===== src/rtl/mio_bus_arbiter.sv =====
// mio_bus_arbiter: shares one memory/IO port between the multicycle CPU
// controller (port 0) and a DMA/display engine (port 1). Each access runs
// IDLE -> ACCESS (WAIT_CYCLES cycles) -> DONE. DONE returns a one-cycle
// ready pulse to the owner. A CPU streak limit keeps the DMA from starving.

module mio_bus_arbiter #(
   parameter int WAIT_CYCLES    = 2,  // access latency, 1..15
   parameter int MAX_CPU_GRANTS = 4   // back-to-back CPU wins before DMA is forced, 1..15
) (
   input  logic        clk,
   input  logic        reset,

   input  logic        cpu_req,
   input  logic        cpu_we,
   input  logic [31:0] cpu_addr,
   input  logic [31:0] cpu_wdata,
   output logic        cpu_ready,

   input  logic        dma_req,
   input  logic        dma_we,
   input  logic [31:0] dma_addr,
   input  logic [31:0] dma_wdata,
   output logic        dma_ready,

   output logic [31:0] rdata,

   output logic        mem_en,
   output logic        mem_we,
   output logic [31:0] mem_addr,
   output logic [31:0] mem_wdata,
   input  logic [31:0] mem_rdata,

   output logic [1:0]  grant,
   output logic [1:0]  state_out
);

   typedef enum logic [1:0] {
      S_IDLE   = 2'b00,
      S_ACCESS = 2'b01,
      S_DONE   = 2'b10
   } state_t;

   localparam logic [1:0] LP_GRANT_NONE = 2'b00;
   localparam logic [1:0] LP_GRANT_CPU  = 2'b01;
   localparam logic [1:0] LP_GRANT_DMA  = 2'b10;

   // The counter is loaded so that it reaches zero on the last ACCESS cycle.
   localparam logic [3:0] LP_CNT_LOAD   = 4'(WAIT_CYCLES - 1);
   localparam logic [3:0] LP_STREAK_MAX = 4'(MAX_CPU_GRANTS);

   state_t      r_state;
   logic [3:0]  r_wait_cnt;
   logic [3:0]  r_cpu_streak;
   logic [1:0]  r_grant;
   logic        r_cpu_ready;
   logic        r_dma_ready;
   logic        r_mem_en;
   logic        r_mem_we;
   logic [31:0] r_mem_addr;
   logic [31:0] r_mem_wdata;
   logic [31:0] r_rdata;

   logic        w_any_req;
   logic        w_pick_dma;
   logic        w_sel_we;
   logic [31:0] w_sel_addr;
   logic [31:0] w_sel_wdata;

   // Arbitration: pick the winner and mux its request fields.
   always_comb begin
      // NOTE: every signal gets a default before any branch, so no path leaves one unassigned and no latch is inferred.
      w_any_req   = cpu_req | dma_req;
      w_pick_dma  = dma_req & (~cpu_req | (r_cpu_streak == LP_STREAK_MAX));
      w_sel_we    = cpu_we;
      w_sel_addr  = cpu_addr;
      w_sel_wdata = cpu_wdata;
      if (w_pick_dma) begin
         w_sel_we    = dma_we;
         w_sel_addr  = dma_addr;
         w_sel_wdata = dma_wdata;
      end
   end

   // Access sequencer: a single FSM that owns every registered output.
   always_ff @(posedge clk or posedge reset) begin
      if (reset) begin
         // NOTE: sequential state uses non-blocking assignments so all registers update together from pre-edge values.
         r_state      <= S_IDLE;
         r_wait_cnt   <= 4'd0;
         r_cpu_streak <= 4'd0;
         r_grant      <= LP_GRANT_NONE;
         r_cpu_ready  <= 1'b0;
         r_dma_ready  <= 1'b0;
         r_mem_en     <= 1'b0;
         r_mem_we     <= 1'b0;
         r_mem_addr   <= 32'd0;
         r_mem_wdata  <= 32'd0;
         r_rdata      <= 32'd0;
      end else begin
         case (r_state)
            S_IDLE: begin
               r_cpu_ready <= 1'b0;
               r_dma_ready <= 1'b0;
               if (w_any_req) begin
                  r_state     <= S_ACCESS;
                  r_wait_cnt  <= LP_CNT_LOAD;
                  r_mem_en    <= 1'b1;
                  r_mem_we    <= w_sel_we;
                  r_mem_addr  <= w_sel_addr;
                  r_mem_wdata <= w_sel_wdata;
                  if (w_pick_dma) begin
                     r_grant      <= LP_GRANT_DMA;
                     r_cpu_streak <= 4'd0;
                  end else begin
                     r_grant <= LP_GRANT_CPU;
                     if (r_cpu_streak != LP_STREAK_MAX) begin
                        r_cpu_streak <= r_cpu_streak + 4'd1;
                     end
                  end
               end else begin
                  r_grant <= LP_GRANT_NONE;
               end
            end

            S_ACCESS: begin
               if (r_wait_cnt == 4'd0) begin
                  // Last access cycle: read data is valid now; writes leave rdata alone.
                  if (!r_mem_we) begin
                     r_rdata <= mem_rdata;
                  end
                  r_mem_en    <= 1'b0;
                  r_mem_we    <= 1'b0;
                  r_cpu_ready <= (r_grant == LP_GRANT_CPU);
                  r_dma_ready <= (r_grant == LP_GRANT_DMA);
                  r_state     <= S_DONE;
               end else begin
                  r_wait_cnt <= r_wait_cnt - 4'd1;
               end
            end

            S_DONE: begin
               r_cpu_ready <= 1'b0;
               r_dma_ready <= 1'b0;
               r_grant     <= LP_GRANT_NONE;
               r_state     <= S_IDLE;
            end

            default: begin
               // Unreachable encoding: recover to the reset condition.
               r_state      <= S_IDLE;
               r_wait_cnt   <= 4'd0;
               r_cpu_streak <= 4'd0;
               r_grant      <= LP_GRANT_NONE;
               r_cpu_ready  <= 1'b0;
               r_dma_ready  <= 1'b0;
               r_mem_en     <= 1'b0;
               r_mem_we     <= 1'b0;
               r_mem_addr   <= 32'd0;
               r_mem_wdata  <= 32'd0;
               r_rdata      <= 32'd0;
            end
         endcase
      end
   end

   assign cpu_ready = r_cpu_ready;
   assign dma_ready = r_dma_ready;
   assign rdata     = r_rdata;
   assign mem_en    = r_mem_en;
   assign mem_we    = r_mem_we;
   assign mem_addr  = r_mem_addr;
   assign mem_wdata = r_mem_wdata;
   assign grant     = r_grant;
   assign state_out = r_state;

endmodule


===== config.mk =====
export PLATFORM = sky130hd
export DESIGN_NAME = mio_bus_arbiter
export DESIGN_NICKNAME = d
export VERILOG_FILES = /design/src/rtl/mio_bus_arbiter.sv
export SDC_FILE = /design/constraint.sdc
export NUM_CORES = 1
export LEC_CHECK = 0
export CAP_MARGIN = 40
export CELL_PAD_IN_SITES_DETAIL_PLACEMENT = 1
export CELL_PAD_IN_SITES_GLOBAL_PLACEMENT = 1
export CORE_ASPECT_RATIO = 1.4
export CORE_MARGIN = 1
export CORE_UTILIZATION = 32
export CTS_BUF_LIST = sky130_fd_sc_hd__clkbuf_2
export DETAILED_ROUTE_END_ITERATION = 8
export MAX_ROUTING_LAYER = met4
export PLACE_DENSITY = 0.95
export REMOVE_ABC_BUFFERS = 1
export SETUP_SLACK_MARGIN = 0.3
export SYNTH_ARGS = -nofsm -noshare
export SYNTH_HDL_FRONTEND = slang
export SYNTH_SLANG_ARGS = --single-unit
export TNS_END_PERCENT = 20

===== constraint.sdc =====
create_clock -name clk -period 12.3 [get_ports clk]
set_clock_uncertainty 0.2 [all_clocks]
set_input_delay 2.46 -clock clk [delete_from_list [all_inputs] [get_ports clk]]
set_output_delay 2.46 -clock clk [all_outputs]
set_load 0.01 [all_outputs]

[Word-level counts from Yosys, hierarchy flattened]
Cells that the tools add are included.
Word-level totals
  register bits: 112
  latch bits: 0
  memory bits (writable): 0
  memory bits (read-only): 0
  bits of input ports: 166
  word-level logic and storage cells: 73
  memories kept: 0
Operators by class
  add/subtract/negate cells: 2
  $mul: 0
  div/mod/pow operators: 0
  order comparisons: 0
  eq/ne operators: 11
  shift operators: 0
  mux-type cells: 32
  bitwise operators: 7
  reduce and logical (&&, ||, !) cells: 10
Operator list (count)
  $mux 32: 6
  $pmux 32 s2: 3
  $mux 4: 5
  $pmux 4 s3: 1
  $reduce_and 3->1: 4
  $mux 1: 8
  $mux 2: 4
  $ne 2x2->1 const B: 4
  $pmux 2 s2: 2
  $pmux 4 s2: 1
  $pmux 1 s3: 2
  $add 4x1->4 const B: 1
  $eq 2x1->1 const B: 2
  $eq 2x2->1 const B: 2
  $eq 4x3->1 const B: 1
  $logic_not 4->1: 1
  $ne 4x3->1 const B: 1
  $not 1->1: 4
  $reduce_and 2->1: 2
  $reduce_or 2->1: 2
  $sub 4x1->4 const B: 1
  $ne 3x3->1 const B: 1
  $logic_not 2->1: 1
  $or 1x1->1: 2
  $and 1x1->1: 1

[Logic depth before layout (Yosys ltp)]
  depth in word-level cells: 6
  depth in mapped cells: 9
  gate-level depth less buffers: 6

[Worst setup path before layout]
No wires, ideal clock.
  path kind: input to register
  start point: input port cpu_req
  end point: register r_mem_addr[30] (netlist: mem_addr[30])
  setup time: 133 ps
  arrival: 3448 ps
  path slack: 8519 ps
  stages: 5
  path buffers: 1
  cells stage by stage: nor3b_1 > nor2_1 > nand2_2 > clkbuf_1 > o21ai_0
On the way
  longest elaborated chain between the ends: 6
  elaborated cells on any way between the ends: 9
  classes of those cells: eq/ne (1); mux (3); bitwise (4); reduce/logical (1)
RTL lines
  start: declaration: RTL line 13  | input logic cpu_req,
  $not 1->1: RTL line 73  | w_pick_dma = dma_req & (~cpu_req | (r_cpu_streak == LP_STREAK_MAX));
  $or 1x1->1: RTL line 73
  $and 1x1->1: RTL line 73
  $mux 32: RTL line 77  | if (w_pick_dma) begin
  $mux 32: RTL line 104  | if (w_any_req) begin
  $pmux 32 s2: RTL line 100  | case (r_state)
  end signal: assignment: RTL line 109  | r_mem_addr <= w_sel_addr;
  end: declaration: RTL line 59  | logic [31:0] r_mem_addr;
Parallel ways exist; a longest one is shown, timed or not. The select of a mux whose other input is x is not followed.
A chain may end at the register's enable or synchronous reset.

[Final worst setup path]
  start point: register r_mem_we (netlist: mem_we)
  end point: output port mem_we
RTL lines
  start: declaration: RTL line 58  | logic r_mem_we;
  start signal: assignment: RTL line 108  | r_mem_we <= w_sel_we;
  end: declaration: RTL line 28  | output logic mem_we,
No word-level cell between the ends.

==> run summary <==
Reg clk slew, reported paths: 0.27 ns
Post-CTS Resized: 0
Final Hold Viols: 0
routed vias/inst: 5.06
Period minus WS final: 4.38 ns
Lkg Pwr: 3.68 nW
fillcell total: 1611
Synth Instances: 453
largest net degree at the start of global routing: 61
setup TNS: 0 ns
Crit path required time: 9.64 ns
first-pass GRT wire length: 26900 µm
Layout Area Growth over Synthesis: 59.7%
Synth Area per Inst: 11.1 µm²
drt pass-1 iters: 4
Final setup viols: 0
Placed Instances: 889
die boundary height: 151 µm
Worst path slowest cell: clkdlybuf4s50_1
initial DRC count: 145
EDFF count, synth: 0
Crit Path Category: flip-flop to output pin
Cell variety after synth: 37
reg2reg path depth: 7
# H-tree levels: 3
Detail Placement HPWL: 13700 µm
die area: 16300 µm²
peak supply drop: 0.0976 mV
share of cells above drive strength 1: 4.07%
Util after Layout: 53.0%
Slew headroom: 49.6%
Largest delay share family, worst path: buffers and inverters
Pins Over Slew Limit: 0
Core Rows: 53
CP Depth: 1
GRT overflow: 0
Worst path max stage delay: 0.60 ns
Clock Sinks: 112
Die Width: 108 µm
hold path startpoint: mem_wdata[20]$_DFFE_PP0P_
min-delay worst type: flip-flop to flip-flop
non-filler instance count after layout: 906
Final ANT Viol Nets: 0
core footprint: 15200 µm²
PnR Total Power: 1.66 mW
Warnings, synthesis: 0
Post-CTS Setup Inserts: 0
Hold Path Depth: 2
FF+latch count, synth: 112
total CTS buffers: 9
FFs w/ async S/R, synth: 100%
status: finished, final reports clean
Top FF cell, synth: dfrtp_1
total track usage: 22.6%
antenna violations before repair: 1
port bufs: 269
critical path, cell by cell: clkdlybuf4s50_1
Critical Path AT: 1.72 ns
Final Cycle Share: 35.6%
wire length per cell: 19.2 µm
RR Startpoint: state_out[0]$_DFFE_PP0P_
Peak Freq: 228 MHz
Top Ports: 270
CP bufs+invs: 1
GP Congestion: 0.791
DRC Markers: 0
crit path launch type: flip-flop
NumNets Final: 882
max_cap viols: 0
vias in the first global route: 5211
worst setup path startpoint: mem_we$_DFFE_PP0P_
CTS Hold Buffers Added: 0
worst-skew pair later-pin latency: 0.61 ns
CTS tree: done
Post-Syn Area: 5040 µm²
Clock Path Buffers: 2
Worst Max-Slew Pin Slew: 0.757 ns
clk root buf: clkbuf_2
Detailed Route WL: 17400 µm
PD cells: 205 nW/µm²
RSZ-0062 raised after global routing: no
crit path max fanout: 4
CP endpoint kind: output pin
Initial Util: 33.2%
register area share after synthesis: 55.6%
via count: 4587
[report_power, final]
part,switching [mW],internal [mW],leakage [nW]
logic,0.445,0.413,2.10
clock network,0.121,0.0858,0.0886
registers,0.0872,0.503,1.49
total,0.654,1.00,3.68
[metrics by stage]
stage | cell area [µm²] | setup slack, ns | hold slack, ns
global route | 8050 | 7.79 | 0.357
CTS | 8050 | 7.84 | 0.326
finish | 8050 | 7.92 | 0.320
floorplan | 4860 | 6.68 | 0.294
global placement | 7820 | 7.31 | 0.260
detailed placement | 7900 | 7.34 | 0.274
[cell type report]
type	count	area, µm²	area share (%)
Antenna cell	1	2.50	0.0311
Clock buffer	9	45.0	0.559
Clock inverter	7	110	1.37
Inverter	13	51.3	0.637
Multi-Input combinational cell	297	2010	25.0
Sequential cell	112	2800	34.8
Tap cell	192	240	2.98
Timing Repair Buffer	275	2790	34.6
[per-layer routing]
layer	share of wire, %	track usage, %
met5	0	-
met4	4.0	11.9
met3	5.8	4.24
met1	35	22.5
met2	55	41.2
[flip-flops by register name, summed over array words and instances (netlist names)]
register,count
cpu_ready,1
dma_ready,1
grant,2
mem_addr,32
mem_en,1
mem_wdata,32
mem_we,1
r_cpu_streak,4
r_wait_cnt,4
rdata,32
state_out,2
[placed cells by master (no fill, tap or decap), types with 3 or more instances in the layout]
| cell type | n |
|---|---|
| o31ai_1 | 4 |
| a21oi_1 | 7 |
| nor2_1 | 4 |
| buf_4 | 3 |
| nand3_1 | 3 |
| bufinv_16 | 3 |
| o21ai_0 | 69 |
| nor3b_1 | 3 |
| inv_1 | 12 |
| ha_1 | 8 |
| clkinv_1 | 3 |
| clkbuf_2 | 9 |
| nor2b_1 | 3 |
| a22o_1 | 35 |
| dfrtp_1 | 112 |
| nand2_1 | 73 |
| mux2i_1 | 66 |
| clkdlybuf4s50_1 | 269 |
[cells in the mapped netlist (2+ instances only)]
master    instances  area, µm²
clkbuf_1          2       7.51
nand2_1          73        274
o31ai_1           4       30.0
inv_1            13       48.8
nand2_2           2       12.5
nor2b_1           3       18.8
ha_1              8        100
a22o_1           35        307
buf_6             5       56.3
buf_2            18       90.1
clkbuf_2          5       25.0
nor3b_1           3       22.5
or2_2             2       12.5
nor2_1            4       15.0
a21oi_1           7       35.0
mux2i_1          66        661
nand3_1           3       15.0
o22ai_1           2       12.5
dfrtp_1         112       2800
o21ai_0          69        345
[cell families (layout without fill, tap and decap cells)]
kind of cell / Yosys count / count (layout) / synth area share, %
AND/OR/NAND/NOR: 97 / 97 / 8.71
buffers and inverters: 44 / 304 / 4.67
flip-flops: 112 / 112 / 55.6
adder cells (fa/ha/maj): 8 / 8 / 1.99
AO/OA/AOI/OAI: 125 / 125 / 15.7
multiplexers: 67 / 67 / 13.3
other: 0 / 1 / 0
[worst paths after layout]
check,slack (ns),to
setup / recovery,7.92,mem_we
hold / removal,0.32,mem_wdata[20]$_DFFE_PP0P_
setup reg to reg,9.21,mem_addr[11]$_DFFE_PP0P_
hold reg to reg,0.32,mem_wdata[20]$_DFFE_PP0P_
max in group asynchronous,8.61,mem_addr[30]$_DFFE_PP0P_
min in group asynchronous,2.03,mem_wdata[0]$_DFFE_PP0P_
(Power assumes the default switching activity.)
==> patch (same flow settings) <==
Make the reset (`reset`) synchronous in one clocked block.
--- a/src/rtl/mio_bus_arbiter.sv
+++ b/src/rtl/mio_bus_arbiter.sv
@@ -82,7 +82,7 @@
    end
 
    // Access sequencer: a single FSM that owns every registered output.
-   always_ff @(posedge clk or posedge reset) begin
+   always_ff @(posedge clk) begin
       if (reset) begin
          // NOTE: sequential state uses non-blocking assignments so all registers update together from pre-edge values.
          r_state      <= S_IDLE;
Formal check against the unedited RTL: differs if reset is asserted again (counterexample within 4 cycles, from zero or initial values and one cycle with reset high); with reset held inactive, the same outputs for 10 cycles.
==> patch against the unedited design <==
  * Maximum frequency rose by 0.87%
  * Routed wire length rose by 6.7%
  * Critical endpoint is now mem_wdata[5]$_SDFFE_PP0P_
  * Synthesized cell count fell by 11%
  * Count of clock-buffer cells in the layout did not move
  * Via count fell by 3.8%
  * Total power fell by 12%
  * Sequential cell count did not move
  * Cell area fell by 5.5%
  * Worst setup slack improved by 0.038 ns
  * Synthesized area fell by 9.0%
  * Highest routed layer unchanged
==> patch: results (changes against the unedited design) <==
metric	value	unit	change
top_layer	met4		unchanged
postLayoutSetupSlackWorst	7.96	ns	was 7.92 ns
min_path_cells	1		was 2
synth-seq-area-share	0.489		was 0.556
grt_start_max_net_pins	65		was 61
synth_fa_ha_area_frac	0.0218		was 0.0199
met2_length	10.0	mm	was 9.63 mm
clk_latency	0.58	ns	was 0.61 ns
async_flop_share	0		was 1.00
grt_pass1_vias	4804		was 5211
synth_area_leaders	dfxtp_1, mux2i_1, o2bb2ai_1		was dfrtp_1, mux2i_1, o21ai_0
portBuffers	269		unchanged
clockBufferDepth	2		unchanged
grt_pass1_wl	27.1	mm	was 26.9 mm
cts_hold_buf	0		unchanged
cp_max_fo	48		was 4
track_usage	0.255		was 0.226
hpwl	14.6	mm	was 13.7 mm
met3_length	1.40	mm	was 1.01 mm
r2r_cells	7		unchanged
synth_compound_area_frac	0.231		was 0.157
syn_inst	401		was 453
max_stage_delay	0.57	ns	was 0.60 ns
post-cts-setup-buffer-count	0		unchanged
netlist_top_cells_count	dfxtp_1, mux2i_1, o2bb2ai_1, o221a_2, clkbuf_1		was dfrtp_1, nand2_1, o21ai_0, mux2i_1, a22o_1
placed_area	7450	µm²	was 7900 µm²
antenna_found_initial	1		unchanged
clk_pin_slew	0.29	ns	was 0.27 ns
total_power	1.46	mW	was 1.66 mW
synth_xor_area_frac	0		unchanged
initialDrtViolationCount	102		was 145
ir_worst_vdd	110	µV	was 97.6 µV
preCtsSetupSlack	7.31	ns	was 7.34 ns
max_slew_margin	0.439		was 0.496
m1WireLength	6.24	mm	was 6.04 mm
static-leakage-power	2.73	nW	was 3.68 nW
ys.flop_type	dfxtp_1		was dfrtp_1
vias_per_cell	5.22		was 5.06
gp_congestion	0.891		was 0.791
dr.pass1.iters	4		unchanged
nets	829		was 882
synth_mux_area_frac	0.146		was 0.133
cp_data_arrival_time	4.64	ns	was 1.72 ns
p_sw	0.547	mW	was 0.654 mW
routed_wl	18.5	mm	was 17.4 mm
ys_types	41		was 37
outcome	completed		unchanged
fin_cells	846		was 906
drive_gt1_frac	0.0758		was 0.0407
p_comb	0.710	mW	was 0.859 mW
seq_power_share	0.372		was 0.356
cts-root-buf	clkbuf_2		unchanged
## patch: final timing paths
check / to / startpoint / slack [ns]
hold / removal: mem_addr[7]$_SDFFE_PP0P_ / mem_addr[7]$_SDFFE_PP0P_ / 0.28
setup reg to reg: mem_addr[9]$_SDFFE_PP0P_ / state_out[0]$_SDFFE_PP0P_ / 9.36
hold reg to reg: mem_addr[7]$_SDFFE_PP0P_ / mem_addr[7]$_SDFFE_PP0P_ / 0.28
setup / recovery: mem_wdata[5]$_SDFFE_PP0P_ / dma_req / 7.96
## patch: routing by layer
metal  GRT usage  up-vias
li1            -     2050
met1       0.233     2124
met2       0.465      188
met3      0.0710       52
met4       0.143        0
met5           -        -
## patch: final cells by class
type / count / area [µm²]
diodes: 1 / 2.50
flip-flops and latches: 112 / 2240
fillers: 1443 / 6360
clock inverters: 7 / 118
multi-input cells: 249 / 2180
clock buffers: 9 / 45.0
inverters: 7 / 26.3
well taps: 185 / 231
repair buffers: 276 / 2770
